**config.mk**
```make
export PLATFORM = sky130hd
export DESIGN_NAME = mult_adder_ctrl
export DESIGN_NICKNAME = d
export VERILOG_FILES = /design/src/rtl/mult_adder_ctrl_pkg.sv /design/src/rtl/mult_adder_ctrl_fifo.sv /design/src/rtl/mult_adder_ctrl.sv
export SDC_FILE = /design/constraint.sdc
export NUM_CORES = 1
export LEC_CHECK = 0
export ABC_AREA = 1
export ABC_CLOCK_PERIOD_IN_PS = 3300
export CORE_UTILIZATION = 35
export DETAILED_ROUTE_END_ITERATION = 12
export GPL_TIMING_DRIVEN = 0
export HOLD_SLACK_MARGIN = 0.02
export SYNTH_ARGS = -nofsm -noshare
export SYNTH_HDL_FRONTEND = slang
export SYNTH_SLANG_ARGS = --single-unit
```
**constraint.sdc**
```tcl
create_clock -name clock -period 3.3 [get_ports clock]
set_input_delay 0.33 -clock clock [delete_from_list [all_inputs] [get_ports clock]]
set_output_delay 0.33 -clock clock [all_outputs]
set_load 0.01 [all_outputs]
```
**src/rtl/mult_adder_ctrl_pkg.sv**
```systemverilog
// Shared network parameters for the mult_adder controller: FSM state encoding
// and default geometry/latency constants.
package mult_adder_ctrl_pkg;

  typedef enum logic [1:0] {
    ST_IDLE  = 2'd0,
    ST_RUN   = 2'd1,
    ST_DRAIN = 2'd2,
    ST_DONE  = 2'd3
  } state_e;

  localparam int DEF_IMG_W       = 8;
  localparam int DEF_IMG_H       = 8;
  localparam int DEF_KERNEL_SIZE = 3;
  localparam int DEF_STRIDE      = 1;
  localparam int DEF_MA_LATENCY  = 5;
  localparam int DEF_FIFO_DEPTH  = 4;
  localparam int DEF_NN_WIDTH    = 16;

endpackage

```
**src/rtl/mult_adder_ctrl_fifo.sv**
```systemverilog
// Result buffer: synchronous first-word-fall-through FIFO with occupancy count
// and synchronous active-low reset.
module mult_adder_ctrl_fifo #(
  parameter  int DEPTH = 4,
  parameter  int WIDTH = 17,
  localparam int AW    = $clog2(DEPTH),
  localparam int CW    = AW + 1
) (
  input  logic             clock,
  input  logic             reset,
  input  logic             wr_en,
  input  logic [WIDTH-1:0] wr_data,
  input  logic             rd_en,
  output logic [WIDTH-1:0] rd_data,
  output logic             empty,
  output logic [CW-1:0]    count
);

  logic [WIDTH-1:0] mem_q [DEPTH];
  logic [AW-1:0]    wr_ptr_q, wr_ptr_d;
  logic [AW-1:0]    rd_ptr_q, rd_ptr_d;
  logic [CW-1:0]    count_q, count_d;
  logic             full, wr_ok, rd_ok;

  always_comb begin
    empty    = (count_q == '0);
    full     = (count_q == CW'(DEPTH));
    rd_ok    = rd_en && !empty;
    wr_ok    = wr_en && (!full || rd_ok);
    wr_ptr_d = wr_ptr_q + AW'(wr_ok);
    rd_ptr_d = rd_ptr_q + AW'(rd_ok);
    count_d  = count_q + CW'(wr_ok) - CW'(rd_ok);
    // Storage is not reset, so the head is masked while empty.
    rd_data  = empty ? '0 : mem_q[rd_ptr_q];
    count    = count_q;
  end

  always_ff @(posedge clock) begin
    if (!reset) begin
      wr_ptr_q <= '0;
      rd_ptr_q <= '0;
      count_q  <= '0;
    end else begin
      wr_ptr_q <= wr_ptr_d;
      rd_ptr_q <= rd_ptr_d;
      count_q  <= count_d;
    end
  end

  always_ff @(posedge clock) begin
    if (wr_ok) mem_q[wr_ptr_q] <= wr_data;
  end

endmodule

```
**src/rtl/mult_adder_ctrl.sv**
```systemverilog
// Window-issue / result-collection controller for a pipelined mult_adder.
// Optional MULT_ADDER_CTRL_RELU_EN clamps negative results to zero.
module mult_adder_ctrl
  import mult_adder_ctrl_pkg::*;
#(
  parameter int IMG_W       = DEF_IMG_W,
  parameter int IMG_H       = DEF_IMG_H,
  parameter int KERNEL_SIZE = DEF_KERNEL_SIZE,
  parameter int STRIDE      = DEF_STRIDE,
  parameter int MA_LATENCY  = DEF_MA_LATENCY,
  parameter int FIFO_DEPTH  = DEF_FIFO_DEPTH,
  parameter int NN_WIDTH    = DEF_NN_WIDTH
) (
  input  logic                clock,
  input  logic                reset,
  input  logic                start,
  output logic                busy,
  output logic                done,
  output logic                win_req_valid,
  input  logic                win_req_ready,
  output logic [15:0]         win_row,
  output logic [15:0]         win_col,
  input  logic [NN_WIDTH-1:0] ma_result,
  output logic                res_valid,
  input  logic                res_ready,
  output logic [NN_WIDTH-1:0] res_data,
  output logic                res_last
);

  localparam int NCOL     = (IMG_W - KERNEL_SIZE) / STRIDE + 1;
  localparam int NROW     = (IMG_H - KERNEL_SIZE) / STRIDE + 1;
  localparam int LAST_COL = (NCOL - 1) * STRIDE;
  localparam int LAST_ROW = (NROW - 1) * STRIDE;
  localparam int MAX_COL  = IMG_W - KERNEL_SIZE;
  localparam int CNTW     = $clog2(FIFO_DEPTH) + 1;
  localparam int IFW      = $clog2(MA_LATENCY + 1);

  state_e                state_q, state_d;
  logic [15:0]           row_q, row_d, col_q, col_d;
  logic [IFW-1:0]        in_flight_q, in_flight_d;
  logic [MA_LATENCY-1:0] vld_sr_q, vld_sr_d, last_sr_q, last_sr_d;

  logic                  credit_ok, issue, final_win, tail, pop;
  logic [NN_WIDTH-1:0]   result_w;
  logic [NN_WIDTH:0]     fifo_wdata, fifo_rdata;
  logic                  fifo_empty;
  logic [CNTW-1:0]       fifo_count;

  always_comb begin
    credit_ok     = (32'(in_flight_q) + 32'(fifo_count)) < 32'(FIFO_DEPTH);
    win_req_valid = (state_q == ST_RUN) && credit_ok;
    issue         = win_req_valid && win_req_ready;
    final_win     = (row_q == 16'(LAST_ROW)) && (col_q == 16'(LAST_COL));
    win_row       = row_q;
    win_col       = col_q;
    res_valid     = !fifo_empty;
    {res_last, res_data} = fifo_rdata;
    pop           = res_valid && res_ready;
    busy          = (state_q != ST_IDLE);
    done          = (state_q == ST_DONE);

    vld_sr_d[0]  = issue;
    last_sr_d[0] = issue && final_win;
    for (int unsigned i = 1; i < MA_LATENCY; i++) begin
      vld_sr_d[i]  = vld_sr_q[i-1];
      last_sr_d[i] = last_sr_q[i-1];
    end
    tail        = vld_sr_q[MA_LATENCY-1];
    in_flight_d = in_flight_q + IFW'(issue) - IFW'(tail);

`ifdef MULT_ADDER_CTRL_RELU_EN
    result_w = ma_result[NN_WIDTH-1] ? '0 : ma_result;
`else
    result_w = ma_result;
`endif
    fifo_wdata = {last_sr_q[MA_LATENCY-1], result_w};
  end

  always_comb begin
    state_d = state_q;
    row_d   = row_q;
    col_d   = col_q;
    unique case (state_q)
      ST_IDLE: begin
        if (start) begin
          state_d = ST_RUN;
          row_d   = '0;
          col_d   = '0;
        end
      end
      ST_RUN: begin
        if (issue) begin
          if (final_win) begin
            state_d = ST_DRAIN;
            row_d   = '0;
            col_d   = '0;
          end else if ((32'(col_q) + 32'(STRIDE)) > 32'(MAX_COL)) begin
            col_d = '0;
            row_d = row_q + 16'(STRIDE);
          end else begin
            col_d = col_q + 16'(STRIDE);
          end
        end
      end
      // Leave one cycle early when the last buffered word is popped now,
      // so done lands in the cycle right after that pop.
      ST_DRAIN: begin
        if ((in_flight_q == '0) && (fifo_count == CNTW'(pop))) state_d = ST_DONE;
      end
      ST_DONE:  state_d = ST_IDLE;
      default:  state_d = ST_IDLE;
    endcase
  end

  always_ff @(posedge clock) begin
    if (!reset) begin
      state_q     <= ST_IDLE;
      row_q       <= '0;
      col_q       <= '0;
      in_flight_q <= '0;
      vld_sr_q    <= '0;
      last_sr_q   <= '0;
    end else begin
      state_q     <= state_d;
      row_q       <= row_d;
      col_q       <= col_d;
      in_flight_q <= in_flight_d;
      vld_sr_q    <= vld_sr_d;
      last_sr_q   <= last_sr_d;
    end
  end

  mult_adder_ctrl_fifo #(
    .DEPTH (FIFO_DEPTH),
    .WIDTH (NN_WIDTH + 1)
  ) u_fifo (
    .clock   (clock),
    .reset   (reset),
    .wr_en   (tail),
    .wr_data (fifo_wdata),
    .rd_en   (pop),
    .rd_data (fifo_rdata),
    .empty   (fifo_empty),
    .count   (fifo_count)
  );

endmodule

```
* Word-level counts from Yosys, hierarchy flattened
Memories as Yosys holds them, arrays and structs flattened. A register that Yosys moved wholly into a read port is not among the register bits. Cells that the tools add are included.
Operators by class: add/subtract/negate cells 10, multiply operators 0, divide/modulo/power cells 0, $lt $le $gt $ge 2, eq/ne operators 12, shifts and indexed selects 0, mux-type cells 18, bitwise operators 0, reductions and logical operators 19
Operator list (count):
- $mux W16 | 7
- $pmux W16 S2 | 2
- $add A16 B1 Y16 const B | 2
- $eq A16 B3 Y1 const B | 2
- $add A16 B1 Y17 const B | 1
- $gt A17 B3 Y1 const B | 1
- $mux W17 | 1
- $mux W2 | 5
- $logic_and A1 B1 Y1 | 8
- $ne A2 B2 Y1 const B | 4
- $pmux W2 S4 | 1
- $reduce_and A4 Y1 | 2
- $add A3 B1 Y3 | 2
- $logic_not A3 Y1 | 2
- $sub A3 B1 Y3 | 2
- $add A2 B1 Y2 | 2
- $add A3 B3 Y4 | 1
- $eq A2 B2 Y1 const B | 2
- $lt A4 B3 Y1 const B | 1
- $reduce_bool A2 Y1 | 2
- $eq A3 B1 Y1 | 1
- $eq A3 B3 Y1 const B | 1
- $ne A3 B2 Y1 const B | 1
- $reduce_and A3 Y1 | 1
- 5 further kinds | 7
Word-level totals: register bits 54, bits in latches 0, RAM bits 68, bits in read-only memories 0, word-level logic and storage cells 71, memories kept 1
Memory list:
- u_fifo.mem_q | words 4, width 17, read ports 1, clocked after Yosys merged registers in 1, write ports 1, RTL line mult_adder_ctrl_fifo.sv:19 | logic [WIDTH-1:0] mem_q [DEPTH];

* Longest topological paths before layout
word-level depth 8, depth in mapped cells 14, mapped depth without buffers 14

* Cells and area by module
A second synthesis with hierarchy kept.
Unflattened totals: cell total of the unflattened synthesis 758, area, all modules 6269.8 µm²
By module, submodules not included:
- mult_adder_ctrl_fifo | instances 1, cells each 322, area an instance 3313.2 µm²
- mult_adder_ctrl | instances 1, cells each 436, area an instance 2956.6 µm²

* Worst setup path after synthesis
Ideal clock, no wire load.
path type register to register, start register u_fifo.count_q[1], in the netlist u_fifo.count[1], end register u_fifo.count_q[2], in the netlist u_fifo.count[2], data arrival time 2.334 ns, slack 0.844 ns, stages on the path, launching flop included 14, path buffers 1, cells stage by stage dfxtp_1 nor2_1 nand2_1 clkinv_1 buf_1 nor2_1 ha_1 inv_1 ha_1 inv_1 fa_1 xor2_1 o21ai_0 a21oi_1
On the way: word-level cells in the longest chain between the ends 8, elaborated cells between the ends (all ways) 10
RTL lines:
- from (decl) | RTL line mult_adder_ctrl_fifo.sv:22 | logic [CW-1:0] count_q, count_d;
- from (signal assigned) | RTL line mult_adder_ctrl_fifo.sv:46 | count_q <= count_d;
- $logic_not A3 Y1 (*) | RTL line mult_adder_ctrl_fifo.sv:26 | empty = (count_q == '0);
- $logic_not A1 Y1 (*) | RTL line mult_adder_ctrl.sv:56 | res_valid = !fifo_empty;
- named net res_valid | RTL line mult_adder_ctrl.sv:24 | output logic res_valid,
- $logic_and A1 B1 Y1 | RTL line mult_adder_ctrl.sv:58 | pop = res_valid && res_ready;
- $logic_and A1 B1 Y1 (*) | RTL line mult_adder_ctrl_fifo.sv:28 | rd_ok = rd_en && !empty;
- $logic_or A1 B1 Y1 | RTL line mult_adder_ctrl_fifo.sv:29 | wr_ok = wr_en && (!full || rd_ok);
- $logic_and A1 B1 Y1 | RTL line mult_adder_ctrl_fifo.sv:29
- $add A3 B1 Y3 | RTL line mult_adder_ctrl_fifo.sv:32 | count_d = count_q + CW'(wr_ok) - CW'(rd_ok);
- $sub A3 B1 Y3 (*) | RTL line mult_adder_ctrl_fifo.sv:32
The timed path passes the listed nets; every way through them passes the cells marked *. A chain may end at the register's enable or synchronous reset.

==> out/qor.csv <==
metric;value;unit
status;complete, no violations;
n_antenna_cell;0;
die_area;17800;µm²
fin_crit;3.04;ns
cp-start-kind;flip-flop;
antenna_found_initial;0;
synth.ff_latch_count;122;
ioPinCount;74;
worstPathMaxFanout;10;
synth_edf_count;68;
rows;47;
design_area;7710;µm²
grt_setup_unrepaired;no;
drt_iter0_markers;337;
dpl_cell_area;7100;µm²
fp.dieW;133;µm
syn_inst;707;
cts_tree;built;
finalSetupViolCount;0;
cts_buffers;17;
dr.pass1.iters;5;
synth.most_common_cell;nor2_1;
maxSlewHeadroom;0.470;
hold_viol;0;
finalMaxSlewViolations;0;
start_util;0.361;
numPortBuffers;72;
critPathRequiredTime;2.97;ns
ir_worst_vdd;0.000446;V
cts_setup_buffers;0;
die_height;133;µm
routedWlPerCell;14.2;µm
clkLatencyLatePin;0.42;ns
grt_first_pass_wirelength;24100;µm
synth_fp_nets;748;
hold_buffers;0;
synth_common_cells;146 x nor2_1, 113 x nand2_1, 72 x inv_1;
synth_ff_type;edfxtp_1;
place_ws;0.346;ns
grt-ovfl-total;0;
grt_pass1_vias;4616;
place_hpwl;10300;µm
hold_path_class;input port to flip-flop;
layout-drive-gt1-share;0.117;
max-cap-violations;0;
tns;0;ns
instances_no_fill;1035;
cts-htree-levels;4;
vias;4920;
critical_path_class;flip-flop to primary output;
finalWirelength;14700;µm
areaGrowthSynthToFinish;27.8;%
clockBufferDepth;2;
ys_async_sr_fraction;0;
syn_area_per_cell;8.53;µm²
tightestPinTransition;0.790;ns
grt_max_degree;17;
clk_pin_slew;0.06;ns
track_usage;0.176;
clock.fmax;329;MHz
finalNetCount;843;
cts-root-buf;clkbuf_16;
routed_via_density;4.75;
synth_area_leaders;edfxtp_1 34%, dfxtp_1 18%, nor2_1 9.1%;
synth.distinct_cells;36;
dp.cells;1004;
fin_crit_sh;0.920;
ant_nets;0;
pwr_density_cell;746;nW/µm²
synth_top_area_frac;0.339;
synth.cell_area;6030;µm²
fin_skew;0.0127;ns
fin_ws;0.264;ns
cts_sinks;122;
synth-warning-count;0;
post-route-drc-count;0;
yosysSeqAreaShare;0.518;
critPathArrivalTime;2.71;ns
leakagePower;2.98;nW
gp_congestion;0.859;
ctsResizeCount;0;
synth_top_cell_by_area;edfxtp_1;
cp-end-kind;primary output;
coreArea;16700;µm²
[power by group]
part / total [mW] / leakage [nW] / internal (mW) / switching, mW
clock: 1.90 / 0.291 / 1.14 / 0.756
sequential: 1.78 / 1.05 / 1.68 / 0.0996
combinational: 2.07 / 1.63 / 0.844 / 1.23
[placed cells by master, fill, tap and decap left out, drive strengths merged, types with 4 or more instances in the layout]
cell / instances
inv: 85
clkdlybuf4s50: 72
xor2: 14
nand3: 46
ha: 18
o21ai: 41
nand2: 127
nor4: 4
dfxtp: 54
edfxtp: 68
nor3: 18
nand4: 9
buf: 15
a21oi: 37
clkinv: 4
clkbuf: 31
nor2: 153
xnor2: 4
[final cells by class]
| type | count | area (µm²) |
|---|---|---|
| fill | 1682 | 8990 |
| timing repair buffer | 77 | 777 |
| clock buffer | 17 | 425 |
| sequential | 122 | 3120 |
| buffer | 24 | 124 |
| multi-input combinational | 481 | 2500 |
| tap | 220 | 275 |
| inverter | 79 | 300 |
| clock inverter | 15 | 179 |
[worst max-delay path: stages (launching register included)]
cell and delay (ns):
dfxtp_1 0.60, clkinvlp_4 0.34, clkbuf_1 0.33, nor2_1 0.15, o21ai_0 0.08, a21oi_1 0.21, clkdlybuf4s50_1 0.57
[stage by stage]
| step | hold WS [ns] | power, mW | utilization |
|---|---|---|---|
| 3_3_place_gp | 0.392 | 3.87 | 0.421 |
| 4_1_cts | 0.318 | 5.81 | 0.462 |
| 5_1_grt | 0.359 | 6.12 | 0.462 |
| 3_5_place_dp | 0.398 | 3.89 | 0.425 |
| 2_1_floorplan | 0.390 | 3.05 | - |
| 6_report | 0.334 | 5.75 | 0.462 |
[path summary, 6_finish.rpt]
check	startpoint	end	slack (ns)	cells after the start
setup / recovery	u_fifo.rd_ptr_q[1]	res_data[14]	0.26	6
hold / removal	reset	state_q[1]	0.33	3
setup reg to reg	u_fifo.count[1]	u_fifo.count[2]	0.35	13
hold reg to reg	last_sr_q[1]	last_sr_q[2]	0.40	2
[flip-flops by register name, indices dropped and copies added, names as in the netlist]
register,count
u_fifo.mem_q,68
win_col,16
win_row,16
last_sr_q,5
vld_sr_q,5
in_flight_q,3
u_fifo.count,3
state_q,2
u_fifo.rd_ptr_q,2
u_fifo.wr_ptr_q,2
[layer usage]
metal  vias up  track usage  wire [µm]
met4         0       0.0562        193
met2       126        0.284       6950
met5         -            0          0
li1       2494            -          -
met3        16       0.0415        685
met1      2284        0.232       6850
[cell families (layout without fill, tap and decap cells)]
| family | Yosys count | in the layout | synth area share |
|---|---|---|---|
| simple gates | 363 | 363 | 0.267 |
| flops | 122 | 122 | 0.518 |
| buf+inv | 104 | 212 | 0.0703 |
| compound gates | 80 | 80 | 0.0753 |
| fa+ha+maj | 20 | 20 | 0.0440 |
| xor+xnor | 18 | 18 | 0.0261 |
Power figures use the tool's default switching activity.
